--- config.mk ---
export PLATFORM = sky130hd
export DESIGN_NAME = lab9_soc_nios2_qsys_0_dct_packer
export DESIGN_NICKNAME = d
export VERILOG_FILES = /design/src/rtl/lab9_soc_nios2_dct_pkg.sv /design/src/rtl/lab9_soc_nios2_dct_frame_reg.sv /design/src/rtl/lab9_soc_nios2_qsys_0_dct_packer.sv
export SDC_FILE = /design/constraint.sdc
export NUM_CORES = 1
export LEC_CHECK = 0
export BUFFER_PORTS_ARGS = -buffer_cell sky130_fd_sc_hd__buf_2
export CAP_MARGIN = 10
export CORE_MARGIN = 2
export CORE_UTILIZATION = 25
export CTS_CLUSTER_DIAMETER = 60
export DETAILED_ROUTE_END_ITERATION = 10
export SLEW_MARGIN = 20
export SYNTH_ARGS = -nofsm -noshare
export SYNTH_HDL_FRONTEND = slang
export SYNTH_SLANG_ARGS = --single-unit
--- constraint.sdc ---
create_clock -name clk -period 3.3 [get_ports clk]
set_clock_uncertainty 0.2 [all_clocks]
set_input_delay 0.33 -clock clk [delete_from_list [all_inputs] [get_ports clk]]
set_output_delay 0.33 -clock clk [all_outputs]
set_load 0.02 [all_outputs]
--- src/rtl/lab9_soc_nios2_dct_pkg.sv ---
// Shared definitions for the DCT trace packer.
// Holds atom codes, frame type codes, buffer geometry and the
// output frame register state encoding.
package lab9_soc_nios2_dct_pkg;

  localparam int DCT_SLOTS   = 15;
  localparam int DCT_CNT_W   = 4;
  localparam int DCT_BUF_W   = 2 * DCT_SLOTS;
  localparam int DCT_FRAME_W = 2 + DCT_CNT_W + DCT_BUF_W;

  localparam logic [1:0] ATOM_NOT_TAKEN = 2'b00;
  localparam logic [1:0] ATOM_TAKEN     = 2'b01;
  localparam logic [1:0] ATOM_CALL      = 2'b10;
  localparam logic [1:0] ATOM_RETURN    = 2'b11;

  // 2'b00 is reserved so a frame never looks like an all-zero idle word.
  localparam logic [1:0] TYPE_NORMAL = 2'b01;
  localparam logic [1:0] TYPE_OVF    = 2'b11;

  typedef enum logic {
    FRAME_EMPTY = 1'b0,
    FRAME_FULL  = 1'b1
  } frame_state_e;

endpackage

--- src/rtl/lab9_soc_nios2_dct_frame_reg.sv ---
// One-entry valid/ready output register for trace frames.
// Ports:
//   clk, reset_n       clock, asynchronous active-low reset
//   load, load_data    capture a new frame (only asserted when the entry is
//                      empty or being drained this cycle)
//   frame_ready        downstream accepts the held frame
//   frame_valid        entry holds a frame
//   frame_data         held frame, stable until accepted
module lab9_soc_nios2_dct_frame_reg
  import lab9_soc_nios2_dct_pkg::*;
#(
  parameter int W = DCT_FRAME_W
) (
  input  logic         clk,
  input  logic         reset_n,
  input  logic         load,
  input  logic [W-1:0] load_data,
  input  logic         frame_ready,
  output logic         frame_valid,
  output logic [W-1:0] frame_data
);

  frame_state_e state_q, state_d;
  logic [W-1:0] data_q;

  always_ff @(posedge clk or negedge reset_n) begin
    if (!reset_n) begin
      state_q <= FRAME_EMPTY;
      data_q  <= '0;
    end else begin
      state_q <= state_d;
      if (load) data_q <= load_data;
    end
  end

  always_comb begin
    state_d = state_q;
    case (state_q)
      FRAME_EMPTY: if (load) state_d = FRAME_FULL;
      // A load alongside frame_ready keeps the entry full: one frame per cycle.
      FRAME_FULL:  if (frame_ready && !load) state_d = FRAME_EMPTY;
      default:     state_d = FRAME_EMPTY;
    endcase
  end

  assign frame_valid = (state_q == FRAME_FULL);
  assign frame_data  = data_q;

endmodule

--- src/rtl/lab9_soc_nios2_qsys_0_dct_packer.sv ---
// DCT atom packer: gathers 2-bit direct-control-transfer atoms into a
// 15-slot buffer and hands closed buffers to the trace FIFO as 36-bit frames.
// The CPU is never stalled; atoms that cannot be stored are dropped and the
// next frame is marked as following an overflow.
// Ports:
//   clk, reset_n          clock, asynchronous active-low reset
//   atom_valid, atom      one atom per cycle from the CPU trace port
//   flush                 close the current buffer (indirect branch, stop)
//   frame_ready           trace FIFO accepts a frame
//   frame_valid/_data     outgoing frame {type, count, data}
//   dct_buffer/dct_count  live packing buffer and fill count
//   overflow_pending      sticky dropped-atom flag
module lab9_soc_nios2_qsys_0_dct_packer
  import lab9_soc_nios2_dct_pkg::*;
#(
  parameter int SLOTS   = DCT_SLOTS,
  parameter int FRAME_W = DCT_FRAME_W
) (
  input  logic                 clk,
  input  logic                 reset_n,
  input  logic                 atom_valid,
  input  logic [1:0]           atom,
  input  logic                 flush,
  input  logic                 frame_ready,
  output logic                 frame_valid,
  output logic [FRAME_W-1:0]   frame_data,
  output logic [2*SLOTS-1:0]   dct_buffer,
  output logic [3:0]           dct_count,
  output logic                 overflow_pending
);

  localparam int BUF_W = 2 * SLOTS;
  localparam int CNT_W = 4;
  localparam logic [CNT_W-1:0] CNT_FULL = CNT_W'(SLOTS);

  function automatic logic [BUF_W-1:0] insert_atom(
    input logic [BUF_W-1:0] b,
    input logic [CNT_W-1:0] slot,
    input logic [1:0]       a
  );
    logic [BUF_W-1:0] ext;
    ext = {{(BUF_W-2){1'b0}}, a};
    return b | (ext << {slot, 1'b0});
  endfunction

  logic [BUF_W-1:0]   buf_q, buf_d;
  logic [CNT_W-1:0]   cnt_q, cnt_d;
  logic               pend_q, pend_d;
  logic               ovf_q, ovf_d;

  logic               reg_free, held, blocked, drop, close, ovf_accept;
  logic [1:0]         frame_type;
  logic [BUF_W-1:0]   ins_buf;
  logic [CNT_W-1:0]   ins_cnt;
  logic               load;
  logic [FRAME_W-1:0] load_data;

  assign reg_free   = !frame_valid || frame_ready;
  // Count 15 means the buffer is already closed and only waits to move.
  assign held       = (cnt_q == CNT_FULL);
  assign blocked    = held && !reg_free;
  assign frame_type = ovf_q ? TYPE_OVF : TYPE_NORMAL;
  assign ins_buf    = atom_valid ? insert_atom(buf_q, cnt_q, atom) : buf_q;
  assign ins_cnt    = cnt_q + {{(CNT_W-1){1'b0}}, atom_valid};
  assign close      = (ins_cnt == CNT_FULL) ||
                      ((flush || pend_q) && (ins_cnt != '0));
  assign ovf_accept = frame_valid && frame_ready &&
                      (frame_data[FRAME_W-1 -: 2] == TYPE_OVF);

  always_comb begin
    buf_d     = buf_q;
    cnt_d     = cnt_q;
    pend_d    = pend_q;
    load      = 1'b0;
    load_data = {frame_type, cnt_q, buf_q};
    drop      = 1'b0;
    if (blocked) begin
      drop = atom_valid;
    end else if (held) begin
      // Held buffer moves out; a same-cycle atom starts the fresh buffer.
      load   = 1'b1;
      buf_d  = atom_valid ? {{(BUF_W-2){1'b0}}, atom} : '0;
      cnt_d  = {{(CNT_W-1){1'b0}}, atom_valid};
      pend_d = flush && atom_valid;
    end else if (close && reg_free) begin
      load      = 1'b1;
      load_data = {frame_type, ins_cnt, ins_buf};
      buf_d     = '0;
      cnt_d     = '0;
      pend_d    = 1'b0;
    end else begin
      buf_d  = ins_buf;
      cnt_d  = ins_cnt;
      // A full buffer closes by itself, so a remembered flush is not needed.
      pend_d = (flush || pend_q) && (ins_cnt != '0) && (ins_cnt != CNT_FULL);
    end
    // A drop in the same cycle as the clearing acceptance keeps the flag set.
    ovf_d = drop || (ovf_q && !ovf_accept);
  end

  always_ff @(posedge clk or negedge reset_n) begin
    if (!reset_n) begin
      buf_q  <= '0;
      cnt_q  <= '0;
      pend_q <= 1'b0;
      ovf_q  <= 1'b0;
    end else begin
      buf_q  <= buf_d;
      cnt_q  <= cnt_d;
      pend_q <= pend_d;
      ovf_q  <= ovf_d;
    end
  end

  lab9_soc_nios2_dct_frame_reg #(.W(FRAME_W)) u_frame_reg (
    .clk         (clk),
    .reset_n     (reset_n),
    .load        (load),
    .load_data   (load_data),
    .frame_ready (frame_ready),
    .frame_valid (frame_valid),
    .frame_data  (frame_data)
  );

  assign dct_buffer       = buf_q;
  assign dct_count        = cnt_q;
  assign overflow_pending = ovf_q;

endmodule

After elaboration in Yosys (flattened, before gate mapping)
Index checks and enable logic that the tools add are counted.

Register bits after elaboration: 73. Input port bits: 7. Output and inout bits: 72. Logic and storage cells: 51.

Add/sub/neg operators: 1. Equality and inequality tests: 4. Shifts and indexed selects: 1. Muxes and demuxes: 19. Bitwise logic cells: 2. Reduce and logical (&&, ||, !) cells: 18.

Operator list (count): two-way mux 34 bit (3); two-way mux 30 bit (3); OR 30 bit (1); left shift 2 x 5 -> 30 bit (1); logical AND 1 bit (9); == test 4 bit (second input constant) (2); two-way mux 1 bit (8); two-way mux 4 bit (2); adder 4 x 1 -> 4 bit (1); zero test 1 bit (4); logical OR 1 bit (4); two-way mux 2 bit (2); inequality test 4 bit (second input constant) (1); nonzero test 4 bit (1); == test 2 bit (second input constant) (1); case mux 1 bit (2 select lines) (1); NOT 1 bit (1).

Depth between registers and ports, before layout
Word-level depth: 12. Mapped depth: 10. Depth with buffers taken out: 7.

Hierarchy
A second synthesis with hierarchy kept.

Cells, all modules: 307. Area total of the unflattened synthesis: 3631.0 µm².

By module, submodules not included: lab9_soc_nios2_qsys_0_dct_packer (times used 1, cells an instance 228, area an instance 2108.3 µm², seq. area each 900.9 µm²); lab9_soc_nios2_dct_frame_reg (times used 1, cells an instance 79, area an instance 1522.7 µm², seq. area each 925.9 µm²).

Worst setup path after synthesis
No wires, ideal clock.

Kind: register to register. Start: register cnt_q[0], in the netlist dct_count[0]. End: register buf_q[24], in the netlist dct_buffer[24]. Setup time: 0.122 ns. Data arrival time: 2.379 ns. Required time: 2.978 ns. Path slack: 0.599 ns. Stages on the path, launching flop included: 11. Buffers on the path: 3. Period minus slack after synthesis: 2.701 ns. Cells stage by stage: dfrtp_1 -> ha_1 -> ha_1 -> nand2b_1 -> a311oi_2 -> a211oi_2 -> or2_1 -> buf_2 -> buf_6 -> buf_6 -> a32o_1.

Cells in the longest elaborated chain, start to end: 7. Elaborated cells between the ends (all ways): 13. Those cells by class: add/sub (1); eq/ne (2); shift (1); mux (3); bitwise (1); reduce/logical (5).

Ends and longest elaborated chain: start: declaration (RTL line lab9_soc_nios2_qsys_0_dct_packer.sv:47) `logic [CNT_W-1:0] cnt_q, cnt_d;`; start signal: assignment (RTL line lab9_soc_nios2_qsys_0_dct_packer.sv:109) `cnt_q <= cnt_d;`; adder 4 x 1 -> 4 bit (RTL line lab9_soc_nios2_qsys_0_dct_packer.sv:64) `assign ins_cnt = cnt_q + {{(CNT_W-1){1'b0}}, atom_valid};`; nonzero test 4 bit (RTL line lab9_soc_nios2_qsys_0_dct_packer.sv:66) `((flush || pend_q) && (ins_cnt != '0));`; logical AND 1 bit (RTL line lab9_soc_nios2_qsys_0_dct_packer.sv:66); logical OR 1 bit (RTL line lab9_soc_nios2_qsys_0_dct_packer.sv:65) `assign close = (ins_cnt == CNT_FULL) ||`; logical AND 1 bit (RTL line lab9_soc_nios2_qsys_0_dct_packer.sv:85) `end else if (close && reg_free) begin`; two-way mux 30 bit (RTL line lab9_soc_nios2_qsys_0_dct_packer.sv:85); two-way mux 30 bit (RTL line lab9_soc_nios2_qsys_0_dct_packer.sv:79) `end else if (held) begin`; end signal: assignment (RTL line lab9_soc_nios2_qsys_0_dct_packer.sv:108) `buf_q <= buf_d;`; end: declaration (RTL line lab9_soc_nios2_qsys_0_dct_packer.sv:46) `logic [BUF_W-1:0] buf_q, buf_d;`.

Parallel ways exist; a longest one is shown, timed or not. A chain may end at the register's enable or synchronous reset.

Worst setup path in the final report
Start: register cnt_q[0], in the netlist dct_count[0]. End: register u_frame_reg.data_q[0], in the netlist u_frame_reg.frame_data[0].

Cells in the longest elaborated chain, start to end: 8. Elaborated cells between the ends (all ways): 17. Those cells by class: add/sub (1); eq/ne (2); shift (1); mux (7); bitwise (1); reduce/logical (5).

Ends and longest elaborated chain: adder 4 x 1 -> 4 bit (RTL line lab9_soc_nios2_qsys_0_dct_packer.sv:64); nonzero test 4 bit (RTL line lab9_soc_nios2_qsys_0_dct_packer.sv:66); logical AND 1 bit (RTL line lab9_soc_nios2_qsys_0_dct_packer.sv:66); logical OR 1 bit (RTL line lab9_soc_nios2_qsys_0_dct_packer.sv:65); logical AND 1 bit (RTL line lab9_soc_nios2_qsys_0_dct_packer.sv:85); two-way mux 34 bit / two-way mux 1 bit (equally long branches) (RTL line lab9_soc_nios2_qsys_0_dct_packer.sv:85); two-way mux 34 bit / two-way mux 1 bit (equally long branches) (RTL line lab9_soc_nios2_qsys_0_dct_packer.sv:79); two-way mux 34 bit / two-way mux 1 bit (equally long branches) (RTL line lab9_soc_nios2_qsys_0_dct_packer.sv:77) `if (blocked) begin`; end signal: assignment (RTL line lab9_soc_nios2_dct_frame_reg.sv:32) `if (load) data_q <= load_data;`; end: declaration (RTL line lab9_soc_nios2_dct_frame_reg.sv:24) `logic [W-1:0] data_q;`.

Parallel ways exist; a longest one is shown, timed or not.

==> out/summary.txt <==
status: complete, no violations
root buf cell: clkbuf_16
CP required: 3300 ps
layout cells sized above 1: 29.8%
IO Port Bufs: 78
Layout Area Growth over Synthesis: 28.2%
Worst Setup Start Kind: register
Post-DP HPWL: 7.49 mm
antenna violations before repair: 0
worst r2r src: dct_count[0]
Post-Syn Area per Cell: 10.5 um2
dominant cell type by area after synthesis: dfrtp_1
global route overflow: 0
most common cell after layout, fill and taps aside: buf_2
Die Ht: 119 um
max-cap check violation count: 0
Routed WL: 10.4 mm
max incr delay on CP: 650 ps
# IOs: 79
critical path capture point type: register
pre-CTS setup slack: 9.61 ps
insertion delay to the later sink of the worst-skew pair: 340 ps
RSZ-0062 raised after global routing: no
Initial Util: 25.8%
crit path max fanout: 40
Power, Total: 3840 uW
setup_tns: 0 ps
Yosys cell types: 45
DRC Markers: 0
ys async rst share: 100%
critical path data arrival time: 2950 ps
Hold Crit Class: primary input to register
post-synthesis sequential area ratio: 55.7%
Sink Count: 73
CTS max path bufs: 2
fill count: 1335
Fmax achieved: 0.339 GHz
clk slew on worst S/H paths: 60 ps
DIE WIDTH: 119 um
Seq cells post-synth: 73
fin worst setup slack: 353 ps
Total Nets Final: 400
dpl cells: 551
drt pass-1 iters: 4
routed vias: 2930
Final Cycle Share: 89.3%
syn_nets: 322
largest net degree at the start of global routing: 41
Final Max Tran Viols: 0
highest-count cells in the layout ignoring fill and taps: 78 x buf_2, 73 x dfrtp_1, 65 x o21ai_0, 31 x a31oi_1, 17 x buf_4
number of diodes: 0
CTS H-tree depth: 3
Core Footprint: 12700 um2
GP Congestion: 0.870
worst setup path startpoint: dct_count[0]
EDFF count, synth: 0
slowest CP cell: a211oi_4
GRT Overall Usage: 15.1%
Yosys top cell area share: 55.7%
setup violators final: 0
pwr dens: 914 nW/um2
Tmin final: 2950 ps
die area: 14000 um2
Num CTS Buffers: 9
top cells by area, synth: dfrtp_1 56%, o21ai_0 9.9%, a31oi_1 5.9%
most frequent cell on the critical path: ha_1
CTS tree: done
maximum vdd drop: 261 uV
Hold Crit Start: frame_ready
Top FF cell, synth: dfrtp_1
Post-Synthesis Cells: 313
Leak Pwr: 0.00200 uW
DRT antenna net count: 0
vias per cell: 5.16
yosys warns: 0
endpoints failing hold: 0
synthesized area: 3280 um2
Avg WL per Cell: 18.3 um
Slew Limit Headroom: 28.7%
First DRT Iteration DRCs: 301
Non-Filler Instances: 568
Crit Path Class: register to register
Core Rows: 41
Worst-Margin Slew: 1060 ps
number of global-route vias before repair: 2971
cell breakdown of the critical path: ha_1 > ha_1 > nor2_1 > a32oi_1 > a211oi_4 > or2_1 > buf_4 > o21ai_0
first-pass GRT wire length: 16.6 mm
==> kinds of logic after synthesis <==
group,share of synthesized area (%)
flip-flops,55.7
AO/OA/AOI/OAI,29.3
AND/OR/NAND/NOR,9.01
multiplexers,0.343
buffers and inverters,4.35
adder cells (fa/ha/maj),0.763
XOR/XNOR,0.534
==> Yosys cell counts (all sizes together) (2+ instances only) <==
| cell type | number |
|---|---|
| dfrtp | 73 |
| o21ai | 68 |
| a31oi | 31 |
| clkbuf | 19 |
| a22o | 16 |
| a21oi | 12 |
| nor2 | 12 |
| a32o | 11 |
| buf | 10 |
| nand2 | 8 |
| nor3 | 6 |
| and3 | 5 |
| and3b | 3 |
| inv | 3 |
| nand2b | 3 |
| nand3b | 3 |
| ha | 2 |
| nand3 | 2 |
| nand4 | 2 |
| nor3b | 2 |
| o32a | 2 |
| xor2 | 2 |
==> worst max-delay path, delay by kind of cell, from the launching register on <==
family          cells  cell delay (ps)
compound gates      3             1010
buf+inv             1              350
fa+ha+maj           2              530
simple gates        2              330
flops               1              390
==> registers in the layout, indices dropped and copies added (netlist names) <==
register,cells
overflow_pending,1
dct_buffer,30
pend_q,1
u_frame_reg.frame_data,36
dct_count,4
u_frame_reg.frame_valid,1
==> area by class of cell <==
cell class                      count  area [um2]  share of cell area [%]
Clock buffer                        9         225                    5.36
Inverter                            3        11.3                   0.268
Tap cell                          172         215                    5.12
Sequential cell                    73        1830                    43.4
Timing Repair Buffer               96         528                    12.6
Clock inverter                      7        77.6                    1.84
Multi-Input combinational cell    208        1320                    31.4
==> power by group <==
part	switching (uW)	internal, uW	leakage (uW)
logic	1060	508	0.000870
registers	175	1100	0.000984
clock network	406	593	0.000147
==> per-stage QoR <==
step / hold WS [ps] / instance area (um2) / utilization, %
after floorplan: -166 / 3280 / -
after global placement: 287 / 3880 / 30.5
after detailed placement: 292 / 3880 / 30.5
after CTS: 28.8 / 4200 / 33.0
after global routing: 61.4 / 4210 / 33.1
final: 35.1 / 4210 / 33.1
==> path summary, 6_finish.rpt <==
check | slack, ps | cells after the start | endpoint
setup / recovery | 350 | 8 | u_frame_reg.frame_data[0]
hold / removal | 40 | 2 | overflow_pending
setup reg to reg | 350 | 8 | u_frame_reg.frame_data[0]
hold reg to reg | 310 | 1 | u_frame_reg.frame_data[31]
max in group asynchronous | 1650 | 3 | dct_buffer[10]
min in group asynchronous | 450 | 2 | u_frame_reg.frame_data[24]
==> metal layers <==
layer | global-route usage, % | vias up | part of all wire, %
met1 | 20.1 | 1438 | 43
met4 | 5.73 | 0 | 2.1
met5 | 0 | - | 0
li1 | - | 1354 | -
met3 | 4.68 | 15 | 8.6
met2 | 23.0 | 123 | 47
==> what timing repair did <==
| action | CTS | global route |
|---|---|---|
| buffers inserted | 0 | 0 |
| resized for setup | 0 | 1 |
| endpoints found under the setup margin | 0 | 44 |
| endpoints found under the hold margin | 38 | 0 |
| hold buffers | 1 | 0 |
Note: power is estimated with default switching activity, not from simulation.
